File: src/rtl/seg_scan_decoder.sv
// seg_scan_decoder: monitors a two-digit multiplexed seven-segment display,
// decodes the scanned glyphs back into BCD, and publishes the score once it
// has held for STABLE_FRAMES consecutive identical frames.
//
// Ports:
//   clk        system clock
//   reset      asynchronous active-low reset
//   an[3:0]    anode lines, active-low (1110 = ones, 1101 = tens, else idle)
//   seg[6:0]   cathode lines, active-low {g,f,e,d,c,b,a}
//   ones[3:0]  published ones digit
//   tens[3:0]  published tens digit
//   value[6:0] published tens*10+ones
//   update     one-cycle pulse when the published value changes
//   locked     high while published data is current
//   err_count  invalid glyph samples, saturating at 255
module seg_scan_decoder #(
  parameter int unsigned SETTLE        = 4,
  parameter int unsigned STABLE_FRAMES = 2,
  parameter int unsigned TIMEOUT       = 2_000_000
) (
  input  logic       clk,
  input  logic       reset,
  input  logic [3:0] an,
  input  logic [6:0] seg,
  output logic [3:0] ones,
  output logic [3:0] tens,
  output logic [6:0] value,
  output logic       update,
  output logic       locked,
  output logic [7:0] err_count
);

  localparam int unsigned AN_W     = 4;
  localparam int unsigned DIG_W    = 4;
  localparam int unsigned VAL_W    = 7;
  localparam int unsigned ERR_W    = 8;
  localparam int unsigned SETTLE_W = 8;
  localparam int unsigned STAB_W   = 4;
  localparam int unsigned TO_W     = 24;

  localparam logic [AN_W-1:0]     AN_ONES    = 4'b1110;
  localparam logic [AN_W-1:0]     AN_TENS    = 4'b1101;
  localparam logic [AN_W-1:0]     AN_IDLE    = 4'b1111;
  localparam logic [SETTLE_W-1:0] SETTLE_LD  = SETTLE_W'(SETTLE);
  localparam logic [STAB_W-1:0]   STAB_MAX   = STAB_W'(STABLE_FRAMES);
  localparam logic [TO_W-1:0]     TO_MAX     = TO_W'(TIMEOUT);
  localparam logic [ERR_W-1:0]    ERR_MAX    = '1;

  typedef enum logic {
    WAIT_ONES = 1'b0,
    WAIT_TENS = 1'b1
  } state_t;

  state_t                state_q, state_d;
  logic [AN_W-1:0]       an_q;
  logic [SETTLE_W-1:0]   settle_q, settle_d;
  logic [DIG_W-1:0]      ones_cand_q, ones_cand_d;
  logic [2*DIG_W-1:0]    prev_q, prev_d;
  logic [STAB_W-1:0]     stab_q, stab_d, stab_inc_c;
  logic [TO_W-1:0]       to_q, to_d;
  logic [DIG_W-1:0]      ones_d, tens_d;
  logic [VAL_W-1:0]      value_d;
  logic                  update_d, locked_d;
  logic [ERR_W-1:0]      err_d;

  logic                  glyph_ok_c;
  logic [DIG_W-1:0]      glyph_dig_c;
  logic                  sample_c;
  logic                  bad_sample_c, ones_sample_c, tens_sample_c, frame_done_c;
  logic [2*DIG_W-1:0]    frame_pair_c;

  // Glyph table: active-low {g,f,e,d,c,b,a} to BCD digit
  always_comb begin
    glyph_ok_c  = 1'b1;
    glyph_dig_c = '0;
    case (seg)
      7'b1000000: glyph_dig_c = 4'd0;
      7'b1111001: glyph_dig_c = 4'd1;
      7'b0100100: glyph_dig_c = 4'd2;
      7'b0110000: glyph_dig_c = 4'd3;
      7'b0011001: glyph_dig_c = 4'd4;
      7'b0010010: glyph_dig_c = 4'd5;
      7'b0000010: glyph_dig_c = 4'd6;
      7'b1111000: glyph_dig_c = 4'd7;
      7'b0000000: glyph_dig_c = 4'd8;
      7'b0010000: glyph_dig_c = 4'd9;
      default:    glyph_ok_c  = 1'b0;
    endcase
  end

  // Settle counter fires once per dwell, on its 1 -> 0 step with an unchanged
  always_comb begin
    settle_d = settle_q;
    if (an != an_q) begin
      settle_d = SETTLE_LD;
    end else if (settle_q != '0) begin
      settle_d = SETTLE_W'(settle_q - SETTLE_W'(1));
    end
  end

  assign sample_c      = (an == an_q) && (settle_q == SETTLE_W'(1)) &&
                         ((an == AN_ONES) || (an == AN_TENS));
  assign bad_sample_c  = sample_c && !glyph_ok_c;
  assign ones_sample_c = sample_c && glyph_ok_c && (an == AN_ONES);
  assign tens_sample_c = sample_c && glyph_ok_c && (an == AN_TENS);
  assign frame_done_c  = tens_sample_c && (state_q == WAIT_TENS);
  assign frame_pair_c  = {glyph_dig_c, ones_cand_q};
  assign stab_inc_c    = (stab_q >= STAB_MAX) ? STAB_MAX : STAB_W'(stab_q + STAB_W'(1));

  // Frame FSM, stability tracking, publishing and timeout
  always_comb begin
    state_d     = state_q;
    ones_cand_d = ones_cand_q;
    prev_d      = prev_q;
    stab_d      = stab_q;
    to_d        = to_q;
    ones_d      = ones;
    tens_d      = tens;
    value_d     = value;
    update_d    = 1'b0;
    locked_d    = locked;
    err_d       = err_count;

    if (bad_sample_c) begin
      err_d   = (err_count == ERR_MAX) ? err_count : ERR_W'(err_count + ERR_W'(1));
      state_d = WAIT_ONES;
      stab_d  = '0;
    end else if (ones_sample_c) begin
      ones_cand_d = glyph_dig_c;
      state_d     = WAIT_TENS;
    end else if (frame_done_c) begin
      state_d = WAIT_ONES;
      if (frame_pair_c == prev_q) begin
        stab_d = stab_inc_c;
      end else begin
        stab_d = STAB_W'(1);
        prev_d = frame_pair_c;
      end
      if (stab_d == STAB_MAX) begin
        update_d = (frame_pair_c != {tens, ones}) || !locked;
        ones_d   = ones_cand_q;
        tens_d   = glyph_dig_c;
        value_d  = VAL_W'(VAL_W'(glyph_dig_c) * VAL_W'(10) + VAL_W'(ones_cand_q));
        locked_d = 1'b1;
      end
    end

    // A completing frame takes priority over an expiring timeout
    if (frame_done_c) begin
      to_d = '0;
    end else if (to_q != TO_MAX) begin
      to_d = TO_W'(to_q + TO_W'(1));
      if (to_d == TO_MAX) begin
        locked_d = 1'b0;
        stab_d   = '0;
      end
    end
  end

  // State and output registers
  always_ff @(posedge clk or negedge reset) begin
    if (!reset) begin
      state_q     <= WAIT_ONES;
      an_q        <= AN_IDLE;
      settle_q    <= '0;
      ones_cand_q <= '0;
      prev_q      <= '0;
      stab_q      <= '0;
      to_q        <= '0;
      ones        <= '0;
      tens        <= '0;
      value       <= '0;
      update      <= 1'b0;
      locked      <= 1'b0;
      err_count   <= '0;
    end else begin
      state_q     <= state_d;
      an_q        <= an;
      settle_q    <= settle_d;
      ones_cand_q <= ones_cand_d;
      prev_q      <= prev_d;
      stab_q      <= stab_d;
      to_q        <= to_d;
      ones        <= ones_d;
      tens        <= tens_d;
      value       <= value_d;
      update      <= update_d;
      locked      <= locked_d;
      err_count   <= err_d;
    end
  end

endmodule
File: config.mk
export PLATFORM = sky130hd
export DESIGN_NAME = seg_scan_decoder
export DESIGN_NICKNAME = d
export VERILOG_FILES = /design/src/rtl/seg_scan_decoder.sv
export SDC_FILE = /design/constraint.sdc
export NUM_CORES = 1
export LEC_CHECK = 0
export ABC_AREA = 1
export CORE_UTILIZATION = 64
export CTS_CLUSTER_SIZE = 20
export DETAILED_ROUTE_END_ITERATION = 8
export DONT_BUFFER_PORTS = 1
export PLACE_DENSITY = 0.8
export REMOVE_ABC_BUFFERS = 1
export SYNTH_ARGS = -nofsm -noshare
export SYNTH_HDL_FRONTEND = slang
export SYNTH_SLANG_ARGS = --single-unit
File: constraint.sdc
create_clock -name clk -period 2.75 [get_ports clk]
set_clock_uncertainty 0.15 [all_clocks]
set_input_delay 0.4125 -clock clk [delete_from_list [all_inputs] [get_ports clk]]
set_output_delay 0.4125 -clock clk [all_outputs]
set_load 0.05 [all_outputs]
=== Word-level counts from Yosys, hierarchy flattened ===
Index checks and enable logic that the tools add are counted.

* $add $sub $neg: 5
* Multiply operators: 1
* Magnitude comparators: 1
* Eq/ne operators: 20
* Mux-type cells: 31
* Bitwise logic cells: 4
* Reductions and logical operators: 21

{| class="wikitable"
|+ Operator list
! cell !! number
|-
| 2-to-1 mux 24 bit || 2
|-
| 2-to-1 mux 4 bit || 11
|-
| case mux 4 bit (9 select lines) || 1
|-
| adder 24 x 1 -> 24 bit (second input constant) || 1
|-
| equality test 24 x 21 -> 1 bit (second input constant) || 1
|-
| != test 24 x 21 -> 1 bit (second input constant) || 1
|-
| equality test 7 x 5 -> 1 bit (second input constant) || 3
|-
| equality test 7 bit (second input constant) || 3
|-
| 2-to-1 mux 8 bit || 2
|-
| 2-to-1 mux 1 bit || 15
|-
| equality test 7 x 6 -> 1 bit (second input constant) || 2
|-
| OR reduction 10 bit || 1
|-
| adder 8 x 1 -> 8 bit (second input constant) || 1
|-
| equality test 4 bit (second input constant) || 2
|-
| equality test 8 x 1 -> 1 bit (second input constant) || 1
|-
| equality test 8 bit || 1
|-
| equality test 8 bit (second input constant) || 1
|-
| != test 8 bit || 1
|-
| AND reduction 4 bit || 2
|-
| nonzero test 8 bit || 1
|-
| subtractor 8 x 1 -> 8 bit (second input constant) || 1
|-
| adder 7 x 4 -> 7 bit || 1
|-
| equality test 7 x 2 -> 1 bit (second input constant) || 1
|-
| logical AND 1 bit || 7
|-
| other kinds (13) || 20
|}

* Register bits: 78
* Input port bits: 13
* Output and inout port bits: 25
* Logic and storage cells: 96

=== Depth between registers and ports, before layout ===
* Depth in word-level cells: 17
* Mapped depth: 16
* Gate-level depth less buffers: 15

=== Worst setup path before layout ===
No wires, ideal clock.

* Path type: input port to flip-flop
* Start point: input port seg[1]
* End point: register value[6]
* Library setup time: 67 ps
* Arrival: 2479 ps
* Data required time: 2533 ps
* Slack: 54 ps
* Stages on the path: 12
* Buffers on the path: 0
* Cell sequence: nor2_1 -> nand2_1 -> nor2_1 -> a21oi_2 -> nand2_2 -> ha_1 -> ha_1 -> fa_1 -> nor3b_1 -> xor2_1 -> nand4_1 -> nand2_1

* Cells in the longest elaborated chain, start to end: 9
* Elaborated cells between the ends (all ways): 30
* Those cells by class: add/sub: 1; mul: 1; eq/ne: 11; mux: 6; bitwise: 2; reduce/logical: 9

{| class="wikitable"
|+ Ends and longest elaborated chain
! item !! line !! text
|-
| start, declared || 24 || <nowiki>input logic [6:0] seg,</nowiki>
|-
| equality test 7 x 5 -> 1 bit (tied with other cells) || 76 || <nowiki>case (seg)</nowiki>
|-
| case mux 4 bit (9 select lines) * || 76 ||
|-
| named net glyph_dig_c[1] || 67 || <nowiki>logic [DIG_W-1:0] glyph_dig_c;</nowiki>
|-
| parallel branches: the longest is 7 deep, another holds adder 7 x 4 -> 7 bit || n/a ||
|-
| end signal, assigned || 186 || <nowiki>value <= value_d;</nowiki>
|-
| end, declared || 27 || <nowiki>output logic [6:0] value,</nowiki>
|}

Mark *: on every way through the listed nets, which the timed path passes. The select of a mux whose other input is x is not followed.
A chain may end at the register's enable or synchronous reset.

=== Worst setup path in the final report ===
* Start point: register to_q[0]
* End point: register stab_q[0]

* Cells in the longest elaborated chain, start to end: 5
* Elaborated cells between the ends (all ways): 6
* Those cells by class: add/sub: 1; eq/ne: 2; mux: 3

{| class="wikitable"
|+ Ends and longest elaborated chain
! item !! line !! text
|-
| start, declared || 60 || <nowiki>logic [TO_W-1:0] to_q, to_d;</nowiki>
|-
| start signal, assigned || 183 || <nowiki>to_q <= to_d;</nowiki>
|-
| adder 24 x 1 -> 24 bit || 152 || <nowiki>to_d = TO_W'(to_q + TO_W'(1));</nowiki>
|-
| equality test 24 x 21 -> 1 bit || 153 || <nowiki>if (to_d == TO_MAX) begin</nowiki>
|-
| 2-to-1 mux 4 bit || 153 ||
|-
| 2-to-1 mux 4 bit * || 151 || <nowiki>end else if (to_q != TO_MAX) begin</nowiki>
|-
| 2-to-1 mux 4 bit * || 149 || <nowiki>if (frame_done_c) begin</nowiki>
|-
| named net stab_d[0] || 59 || <nowiki>logic [STAB_W-1:0] stab_q, stab_d, stab_inc_c;</nowiki>
|-
| end signal, assigned || 182 || <nowiki>stab_q <= stab_d;</nowiki>
|-
| end, declared || 59 ||
|}

The timed path passes the listed nets; every way through them passes the cells marked *.

==> impl_metrics.ini <==
[status]
status = finished, final reports clean

[placed_design]
dp_hpwl_um = 8950
postPlaceCellArea_um2 = 5160
portBuffers = 0
gp_congestion = 0.901

[final_layout]
fin_area_um2 = 5440
layout_commonest_cell = nand2_1
num_antenna_cells = 0
drive_above_1_share_pct = 9.12
nets = 748
areaGrowthSynthToFinish_pct = 10.1
final_cell_mix = 178 x nand2_1, 108 x inv_1, 94 x nor2_1

[timing]
finalCriticalPeriod_ns = 2.47
worstMarginPinSlew_ns = 0.564
timing_hold_violations_final = 0
rsz0062_at_grt = no
period_share_pct = 89.7
relSlewSlack_pct = 62.4
max_freq_ghz = 0.406
finalSetupViolations = 0
maxSlewViolCount = 0

[logic_synthesis]
syn-instance-count = 691
yosys_most_used_dff = dfrtp_1
synth_edf_count = 0
synth_warnings = 0
ys_ff_latch = 77
syn_area_um2 = 4940
async_flop_share_pct = 100
synth.distinct_cells = 43
syn-mean-instance-area_um2 = 7.15
ys_seq_area_share_pct = 39.1

[grt]
busiest_layer = met2
grt.total_usage_pct = 30.6
grtUsageMet3_pct = 4.99
use_met2_pct = 50.7
grt.overflow.total = 0
grt_pass1_vias = 4559
antenna_found_initial = 0
grt_pass1_wl_um = 19900
grt_max_degree = 78
grtUsageMet1_pct = 41.4

[critical_path]
rrSetupSlack_ns = 0.28
cp-endpoint = stab_q[0]
required_ns = 2.84
r2r_cells = 12
end_kind = register
crit-reg2reg-launch = to_q[0]
arrival_ns = 2.56
cp_max_fo = 4
critical_path_class = register to register
crit_path_start_kind = register
critPathLaunch = to_q[0]
rr_endpoint = stab_q[0]

[min_path]
hold_class = input pin to register

[detailed_routing]
avgViaCountPerCell = 5.51
drcViolationCount = 0
drtIter0Drc = 293
wl_per_cell_um = 14.2
firstDrtPassIters = 5
via_count = 4536
drt-total-wl_um = 11700
ant_nets = 0

[clock_network]
clock_latency_ns = 0.36
cts_buffers = 9
cts_buffer_depth = 2
cts-root-buf = clkbuf_8
htreeDepth = 3
postCtsSetupRepairBufs = 0
cts_tree = yes
clkSinkCount = 77
cts.clk_slew.worst_paths_ns = 0.10

[pwr]
leakage_nw = 2.88
p_per_area_nw_per_um2 = 398
power_w = 0.00216
peakVddDrop_v = 0.000397

[floorplanning]
die_y_um = 89.9
rows = 31
die_x_um = 89.9
ioPinCount = 38
core_area_um2 = 7370
floorplan.initialDensity_pct = 67.0
die-area_um2 = 8080

[run]
cap_violations = 0
-- worst min-delay path by stage --
stage	from	end	slack [ns]	cells after the start
3_3_place_gp	reset	to_q[12]	-0.03	0
6_report	seg[6]	tens[3]	0.27	5
2_1_floorplan	reset	err_count[0]	-0.03	0
3_5_place_dp	reset	to_q[11]	-0.03	0
4_1_cts	seg[6]	tens[3]	0.26	5
5_1_grt	seg[6]	tens[3]	0.29	5
-- timing repair --
| action | in CTS | in global routing |
|---|---|---|
| gates resized for setup | 0 | 0 |
| endpoints found under the hold margin | 81 | 0 |
| hold buffers | 6 | 0 |
-- power breakdown --
| group | internal, W | leakage [nW] | switching [W] | total [W] |
|---|---|---|---|---|
| registers | 0.00114 | 1.01 | 0.00000357 | 0.00114 |
| clock network | 0.000434 | 0.103 | 0.000476 | 0.000910 |
| logic | 0.0000367 | 1.76 | 0.0000718 | 0.000109 |
| total | 0.00161 | 2.88 | 0.000552 | 0.00216 |
-- synth_stat cells (2+ instances only) --
cell type	instances	share of area, %
nor3b_1	3	0.46
nand3b_1	3	0.46
nor2_1	94	7.1
o21ai_1	2	0.20
ha_1	14	3.5
nand2_2	4	0.51
o22ai_1	2	0.25
xor2_1	21	3.7
nand3_1	68	6.9
nand4_1	21	2.7
a21oi_2	2	0.35
nand3_2	5	1.0
nand2_1	178	14
nor2_4	2	0.46
inv_1	108	8.2
a21oi_1	10	1.0
fa_1	2	0.81
o211ai_1	2	0.30
inv_2	3	0.23
nor2_2	4	0.51
nor4_1	3	0.38
or2_2	2	0.25
buf_2	4	0.41
dfstp_2	4	2.1
buf_4	2	0.30
a21o_1	2	0.30
xnor2_1	8	1.4
dfrtp_1	73	37
nor3_1	6	0.61
o21ai_0	26	2.6
-- kinds of logic (layout without fill, tap and decap cells) --
| group | count (synthesis) | in the layout | share of synthesized area (%) |
|---|---|---|---|
| buf+inv | 119 | 152 | 9.45 |
| flops | 77 | 77 | 39.1 |
| compound gates | 50 | 50 | 5.65 |
| xor+xnor | 29 | 29 | 5.14 |
| mux | 1 | 1 | 0.228 |
| simple gates | 399 | 399 | 36.1 |
| fa+ha+maj | 16 | 16 | 4.36 |
-- flip-flops by register name, indices dropped and copies added, names as in the netlist --
signal	cells
ones_cand_q	4
err_count	8
an_q	4
value	6
state_q	1
settle_q	8
stab_q	4
tens	4
prev_q	8
locked	1
to_q	24
update	1
ones	4
-- final cells by class --
type	instances	area, um^2
inverters	111	417
fillers	605	1930
multi-input cells	495	2540
clock buffers	9	124
well taps	99	124
repair buffers	25	220
clock inverters	7	80.1
flip-flops and latches	77	1930
-- metal layers --
layer | share of wire, % | routed length, um
met5 | 0 | 0
met4 | 1.5 | 174
met3 | 5.7 | 662
met2 | 47 | 5480
met1 | 46 | 5360
-- critical path, cell delays in order, from the launching register on --
cell and delay (ns):
dfrtp_1 0.40, ha_1 0.19, nand2_1 0.07, nor2_1 0.35, nand2_1 0.22, nor2_1 0.21, xor2_1 0.13, nor2_1 0.21
nand3_1 0.10, nor2_1 0.11, nand2_1 0.08, nand2_1 0.10, nor2_1 0.05
-- stage by stage --
stage                     setup TNS [ns]  setup WS (ns)  util, %  std cells  hold slack [ns]
after global routing                   0         0.0241     73.8        823            0.293
after CTS                              0          0.298     73.8        823            0.256
after floorplan                        0         0.0544        -        683          -0.0331
final                                  0          0.284     73.8        823            0.271
after global placement                 0         0.0835     70.0        801          -0.0318
after detailed placement         -0.0392        -0.0392     70.0        801          -0.0317
No activity file was read; power rests on OpenSTA's default activity.
